## src/rtl/lego_sa_pkg.sv

```systemverilog
// Shared systolic-array defaults and the activation feeder state type.
package lego_sa_pkg;

  localparam int unsigned DATAWIDTH_DEF = 8;
  localparam int unsigned N_SIZE_DEF    = 16;
  localparam int unsigned LEN_W_DEF     = 10;

  typedef enum logic [1:0] {
    IDLE   = 2'd0,
    STREAM = 2'd1,
    FLUSH  = 2'd2,
    DONE   = 2'd3
  } feeder_state_t;

endpackage

```

## src/rtl/act_feeder.sv

```systemverilog
// Streams one tile of activation vectors to the skew stage, then drains it with zero vectors.
// Optional ACT_FEEDER_PERF_EN adds a saturating stall counter output.
module act_feeder
  import lego_sa_pkg::*;
#(
  parameter int unsigned DATAWIDTH = DATAWIDTH_DEF,
  parameter int unsigned N_SIZE    = N_SIZE_DEF,
  parameter int unsigned LEN_W     = LEN_W_DEF
) (
  input  logic                 clk,
  input  logic                 rst,
  input  logic                 start,
  input  logic [LEN_W-1:0]     cfg_len,
  input  logic                 abort,
  input  logic                 in_valid,
  output logic                 in_ready,
  input  logic [DATAWIDTH-1:0] in_data [N_SIZE],
  output logic [DATAWIDTH-1:0] act_out [N_SIZE],
  output logic                 act_valid,
  output logic                 busy,
  output logic                 done
`ifdef ACT_FEEDER_PERF_EN
  ,
  output logic [15:0]          stall_cnt
`endif
);

  localparam int unsigned FLUSH_W = (N_SIZE > 2) ? $clog2(N_SIZE - 1) : 1;

  feeder_state_t        state_q, state_d;
  logic [LEN_W-1:0]     vec_cnt_q, vec_cnt_d;
  logic [LEN_W-1:0]     len_q, len_d;
  logic [FLUSH_W-1:0]   flush_q, flush_d;
  logic [DATAWIDTH-1:0] act_d [N_SIZE];
  logic                 act_valid_d;
  logic                 done_d;
  logic                 busy_d;
  logic                 hs;

  // Acceptance is refused in the abort cycle so a cancelled tile swallows nothing.
  assign in_ready = (state_q == STREAM) && !abort && !rst;
  assign hs       = in_valid && in_ready;

  // Next-state, counters and next output values.
  always_comb begin
    state_d     = state_q;
    vec_cnt_d   = vec_cnt_q;
    len_d       = len_q;
    flush_d     = flush_q;
    act_valid_d = 1'b0;
    for (int i = 0; i < N_SIZE; i++) act_d[i] = '0;

    if (abort) begin
      state_d   = IDLE;
      vec_cnt_d = '0;
      flush_d   = '0;
    end else begin
      unique case (state_q)
        IDLE: begin
          if (start) begin
            vec_cnt_d = '0;
            if (cfg_len != '0) begin
              state_d = STREAM;
              len_d   = cfg_len;
            end else begin
              state_d = DONE;
            end
          end
        end
        STREAM: begin
          if (hs) begin
            act_d       = in_data;
            act_valid_d = 1'b1;
            if (vec_cnt_q == len_q - LEN_W'(1)) begin
              state_d   = FLUSH;
              vec_cnt_d = '0;
              flush_d   = FLUSH_W'(N_SIZE - 2);
            end else begin
              vec_cnt_d = vec_cnt_q + LEN_W'(1);
            end
          end
        end
        FLUSH: begin
          if (flush_q == '0) state_d = DONE;
          else               flush_d = flush_q - FLUSH_W'(1);
        end
        DONE: begin
          state_d = IDLE;
        end
        default: begin
          state_d = IDLE;
        end
      endcase
    end

    done_d = (state_d == DONE);
    busy_d = (state_d != IDLE);
  end

  // State and registered outputs.
  always_ff @(posedge clk) begin
    if (rst) begin
      state_q   <= IDLE;
      vec_cnt_q <= '0;
      len_q     <= '0;
      flush_q   <= '0;
      for (int i = 0; i < N_SIZE; i++) act_out[i] <= '0;
      act_valid <= 1'b0;
      done      <= 1'b0;
      busy      <= 1'b0;
    end else begin
      state_q   <= state_d;
      vec_cnt_q <= vec_cnt_d;
      len_q     <= len_d;
      flush_q   <= flush_d;
      act_out   <= act_d;
      act_valid <= act_valid_d;
      done      <= done_d;
      busy      <= busy_d;
    end
  end

`ifdef ACT_FEEDER_PERF_EN
  // Counts starved STREAM cycles; holds after the tile until the next accepted start.
  always_ff @(posedge clk) begin
    if (rst) begin
      stall_cnt <= '0;
    end else if ((state_q == IDLE) && start && !abort) begin
      stall_cnt <= '0;
    end else if ((state_q == STREAM) && !in_valid && (stall_cnt != 16'hFFFF)) begin
      stall_cnt <= stall_cnt + 16'd1;
    end
  end
`endif

endmodule
```

## config.mk

```make
export PLATFORM = sky130hd
export DESIGN_NAME = act_feeder
export DESIGN_NICKNAME = d
export VERILOG_FILES = /design/src/rtl/lego_sa_pkg.sv /design/src/rtl/act_feeder.sv
export SDC_FILE = /design/constraint.sdc
export NUM_CORES = 1
export LEC_CHECK = 0
export CAP_MARGIN = 25
export CORE_ASPECT_RATIO = 0.8
export CORE_MARGIN = 1.5
export CORE_UTILIZATION = 42
export CTS_BUF_LIST = sky130_fd_sc_hd__clkbuf_16
export DETAILED_ROUTE_END_ITERATION = 10
export HOLD_SLACK_MARGIN = 0.06
export PLACE_DENSITY = 0.9
export SLEW_MARGIN = 20
export SYNTH_ARGS = -nofsm -noshare
export SYNTH_HDL_FRONTEND = slang
export SYNTH_SLANG_ARGS = --single-unit
```

## constraint.sdc

```tcl
create_clock -name clk -period 5.2 [get_ports clk]
set_clock_uncertainty 0.15 [all_clocks]
set_input_delay 1.3 -clock clk [delete_from_list [all_inputs] [get_ports clk]]
set_output_delay 1.3 -clock clk [all_outputs]
set_load 0.05 [all_outputs]
```

==> impl_results.md <==
* Crit. End Element: primary output
* HP Class: reg -> reg
* Final Max Slew Viols at 0
* Cell count after synthesis at 454
* Post-route ant nets at 0
* Post_cts resized at 0
* GRT overflow at 0
* FP Rows at 35
* CTS tree: built
* Xor/xnor share of the synthesized area at 3.30%
* Post-synth top cells: 157 x dfxtp_1, 130 x and2_1, 28 x nor2_1
* Final worst slack at 0.553 ns
* Worst R2R End: vec_cnt_q[7]$_SDFFE_PP0P_
* Port Buffers at 274
* Final core occ at 73.3%
* R2R Setup Slk at 2.57 ns
* Compound-gate portion of the synthesized area at 5.13%
* # DRC at 0
* I/O Pins at 275
* Routed vias/inst at 4.67
* Worst-margin pin slew at 0.813 ns
* Syn Std Cell Area at 0.00505 mm^2
* Dpl ws at 0.554 ns
* Largest net degree at the start of global routing at 77
* Power per cell area at 313 mW/mm^2
* Hold path depth at 1
* Hold buffer count at CTS at 0
* Overall routed net length at 15.1 mm
* Run status: finished, final reports clean
* DRT Pass-1 Iters at 4
* Vias in the first global route at 4317
* # H-tree levels at 4
* Worst Path Required at 3.75 ns
* Total track usage at 23.3%
* First-pass GRT wire length at 22.5 mm
* Synth Warn # at 0
* Layout cells sized above 1 at 6.22%
* Ant diodes at 0
* Die Span Y at 101 um
* CP dominant cell by count: clkdlybuf4s50_1
* Peak supply drop at 0.000260 V
* WL per Instance at 17.0 um
* RSZ-0062 raised after global routing: no
* Core ar. at 0.0116 mm^2
* Initial Utilization at 43.5%
* Final #Nets at 873
* Static Leak at 3.28 nW
* Slowest stage delay, CP at 0.79 ns
* Slew HR at 45.8%
* Syn Area/Cell at 11.1 um^2
* DR iter-0 viols at 200
* Worst Hold Slack at 0.367 ns
* Simple-Gate Fraction of Synth Area at 24.2%
* Adder and majority cell fraction of the synthesized area at 0.744%
* Placed inst area at 0.00792 mm^2
* Post-CTS Setup Inserts at 0
* Die X at 126 um
* Seq cells post-synth at 157
* Clk sinks at 157
* Clock transition at path regs at 0.06 ns
* Post-layout min period at 4.65 ns
* Met3 routed WL at 1.31 mm
* Fillers at 745
* CP Class: in -> out
* EDFF count, synth at 0
* Max-cap violations at 0
* Total CTS buffers at 17
* Top sig layer: met5
* Synth top area share at 62.3%
* Maximum clock insertion buffer count at 2
* Root Driver: clkbuf_16
* Reg2reg start: len_q[0]$_SDFFE_PP0P_
* Fin area at 0.00850 mm^2
* CP delay by family, top: buffers and inverters
* Largest family of logic cells by synthesized area: simple AND/OR/NAND/NOR gates
* Setup TNS at 0 ns
* Netlist cell types at 48
* Via count at 4150
* Period utilization at 89.4%
* CP Cell Sequence: clkdlybuf4s50_1, nor2_1, and2_1, clkdlybuf4s50_1
* Yosys top cell by area: dfxtp_1
* Reg2reg path depth at 8
* Met1 WL at 5.71 mm
* P&R area growth vs syn at 68.5%
* Met2 WL post-DR at 7.84 mm
* Sequential area share after synthesis at 62.3%
* Clock Latency Late Sink at 0.41 ns
* Slowest-stage cell, CP: clkdlybuf4s50_1
* Synth Net Count at 600
* Startpoint types: input pin
* Synth async-reset ratio at 0%
* FMAX at 0.215 GHz
* Hold_sp: flush_q[1]$_SDFFE_PP0P_
* Crit path DAT at 3.20 ns
* Ys flop type: dfxtp_1
* Final-report hold violation count at 0
* Die Area at 0.0127 mm^2
* Antenna violations before repair at 1
* GPL Wtd Cong at 0.805
* Highest fanout seen on the critical path at 13
* Final setup viols at 0
* End of the worst hold path: flush_q[1]$_SDFFE_PP0P_
* HPWL after detailed placement at 11.3 mm
* WP buf/inv at 2
* Largest cells by area after synthesis: dfxtp_1 62%, and2_1 16%, mux2i_1 2.2%, nor2_1 2.1%, xor2_1 1.7%
* Mux share of post-synthesis cell area at 2.18%
* Most common cell in the netlist: dfxtp_1
[flip-flops by register name (all words and copies together), names as in the netlist]
| name | flops |
|---|---|
| done | 1 |
| flush_q | 4 |
| act_out | 128 |
| state_q | 2 |
| busy | 1 |
| vec_cnt_q | 10 |
| act_valid | 1 |
| len_q | 10 |
[layout by cell type (no fill, tap or decap), types with 2 or more instances in the layout]
| cell | synthesis | layout |
|---|---|---|
| nand4_1 | 4 | 4 |
| ha_1 | 3 | 3 |
| xor2_1 | 10 | 10 |
| mux2i_1 | 11 | 11 |
| o21ai_0 | 2 | 2 |
| o31a_1 | 2 | 2 |
| a21oi_1 | 6 | 6 |
| a211oi_1 | 3 | 3 |
| nand3b_1 | 2 | 2 |
| inv_8 | 0 | 2 |
| xnor2_1 | 9 | 9 |
| nand3_1 | 10 | 10 |
| clkdlybuf4s50_1 | 0 | 274 |
| clkinvlp_4 | 0 | 4 |
| clkinv_1 | 0 | 2 |
| and3_1 | 2 | 2 |
| nor3_1 | 9 | 9 |
| inv_6 | 0 | 3 |
| nor4_1 | 3 | 3 |
| bufinv_16 | 0 | 2 |
| inv_1 | 7 | 6 |
| dfxtp_1 | 157 | 157 |
| and2_1 | 130 | 130 |
| nand2_1 | 4 | 4 |
| or2_2 | 3 | 3 |
| nand2b_1 | 2 | 2 |
| clkbuf_16 | 0 | 17 |
| nor2_1 | 28 | 28 |
| or4_1 | 2 | 2 |
[stage by stage]
step                instances  power, W
global route              888   0.00274
finish                    888   0.00266
detailed placement        856   0.00146
floorplan                 454   0.00133
CTS                       888   0.00268
global placement          856   0.00146
[cell families after synthesis]
logic type      count (synthesis)
compound gates                 28
xor+xnor                       19
fa+ha+maj                       3
buf+inv                        29
flops                         157
mux                            11
simple gates                  207
[layout make-up]
class / count / area (um^2) / area share (%)
clock buffers: 17 / 425 / 5.00
repair buffers: 276 / 2770 / 32.6
inverters: 7 / 26.3 / 0.309
multi-input cells: 268 / 1790 / 21.1
well taps: 148 / 185 / 2.18
clock inverters: 15 / 160 / 1.88
flip-flops and latches: 157 / 3140 / 37.0
[power breakdown]
| group | internal (W) | total (W) | switching [W] | leakage, nW |
|---|---|---|---|---|
| registers | 0.00121 | 0.00122 | 0.0000100 | 1.27 |
| clock network | 0.000714 | 0.00122 | 0.000504 | 0.275 |
| logic | 0.000134 | 0.000216 | 0.0000823 | 1.74 |
| total | 0.00206 | 0.00266 | 0.000596 | 3.28 |
[metal layers]
| metal | vias to the layer above | track usage, % |
|---|---|---|
| met1 | 1942 | 25.2 |
| met5 | - | 0 |
| met3 | 21 | 9.93 |
| met2 | 163 | 41.1 |
| met4 | 2 | 7.87 |
| li1 | 2022 | - |
[worst max path at each step]
stage / depth (start not counted) / end / start
after global placement: 4 / in_ready / rst
final: 4 / in_ready / rst
after global routing: 4 / in_ready / rst
after detailed placement: 4 / in_ready / rst
after CTS: 4 / in_ready / rst
after floorplan: 2 / in_ready / rst
[worst register-to-register path, delay by kind of cell (launching register included)]
family / cells / cell delay, ns
buffers and inverters: 1 / 0.08
adders and majority gates: 1 / 0.31
and+or+nand+nor: 1 / 0.11
AOI/OAI and AO/OA: 5 / 1.40
DFF: 1 / 0.44
No activity file was read; power rests on OpenSTA's default activity.
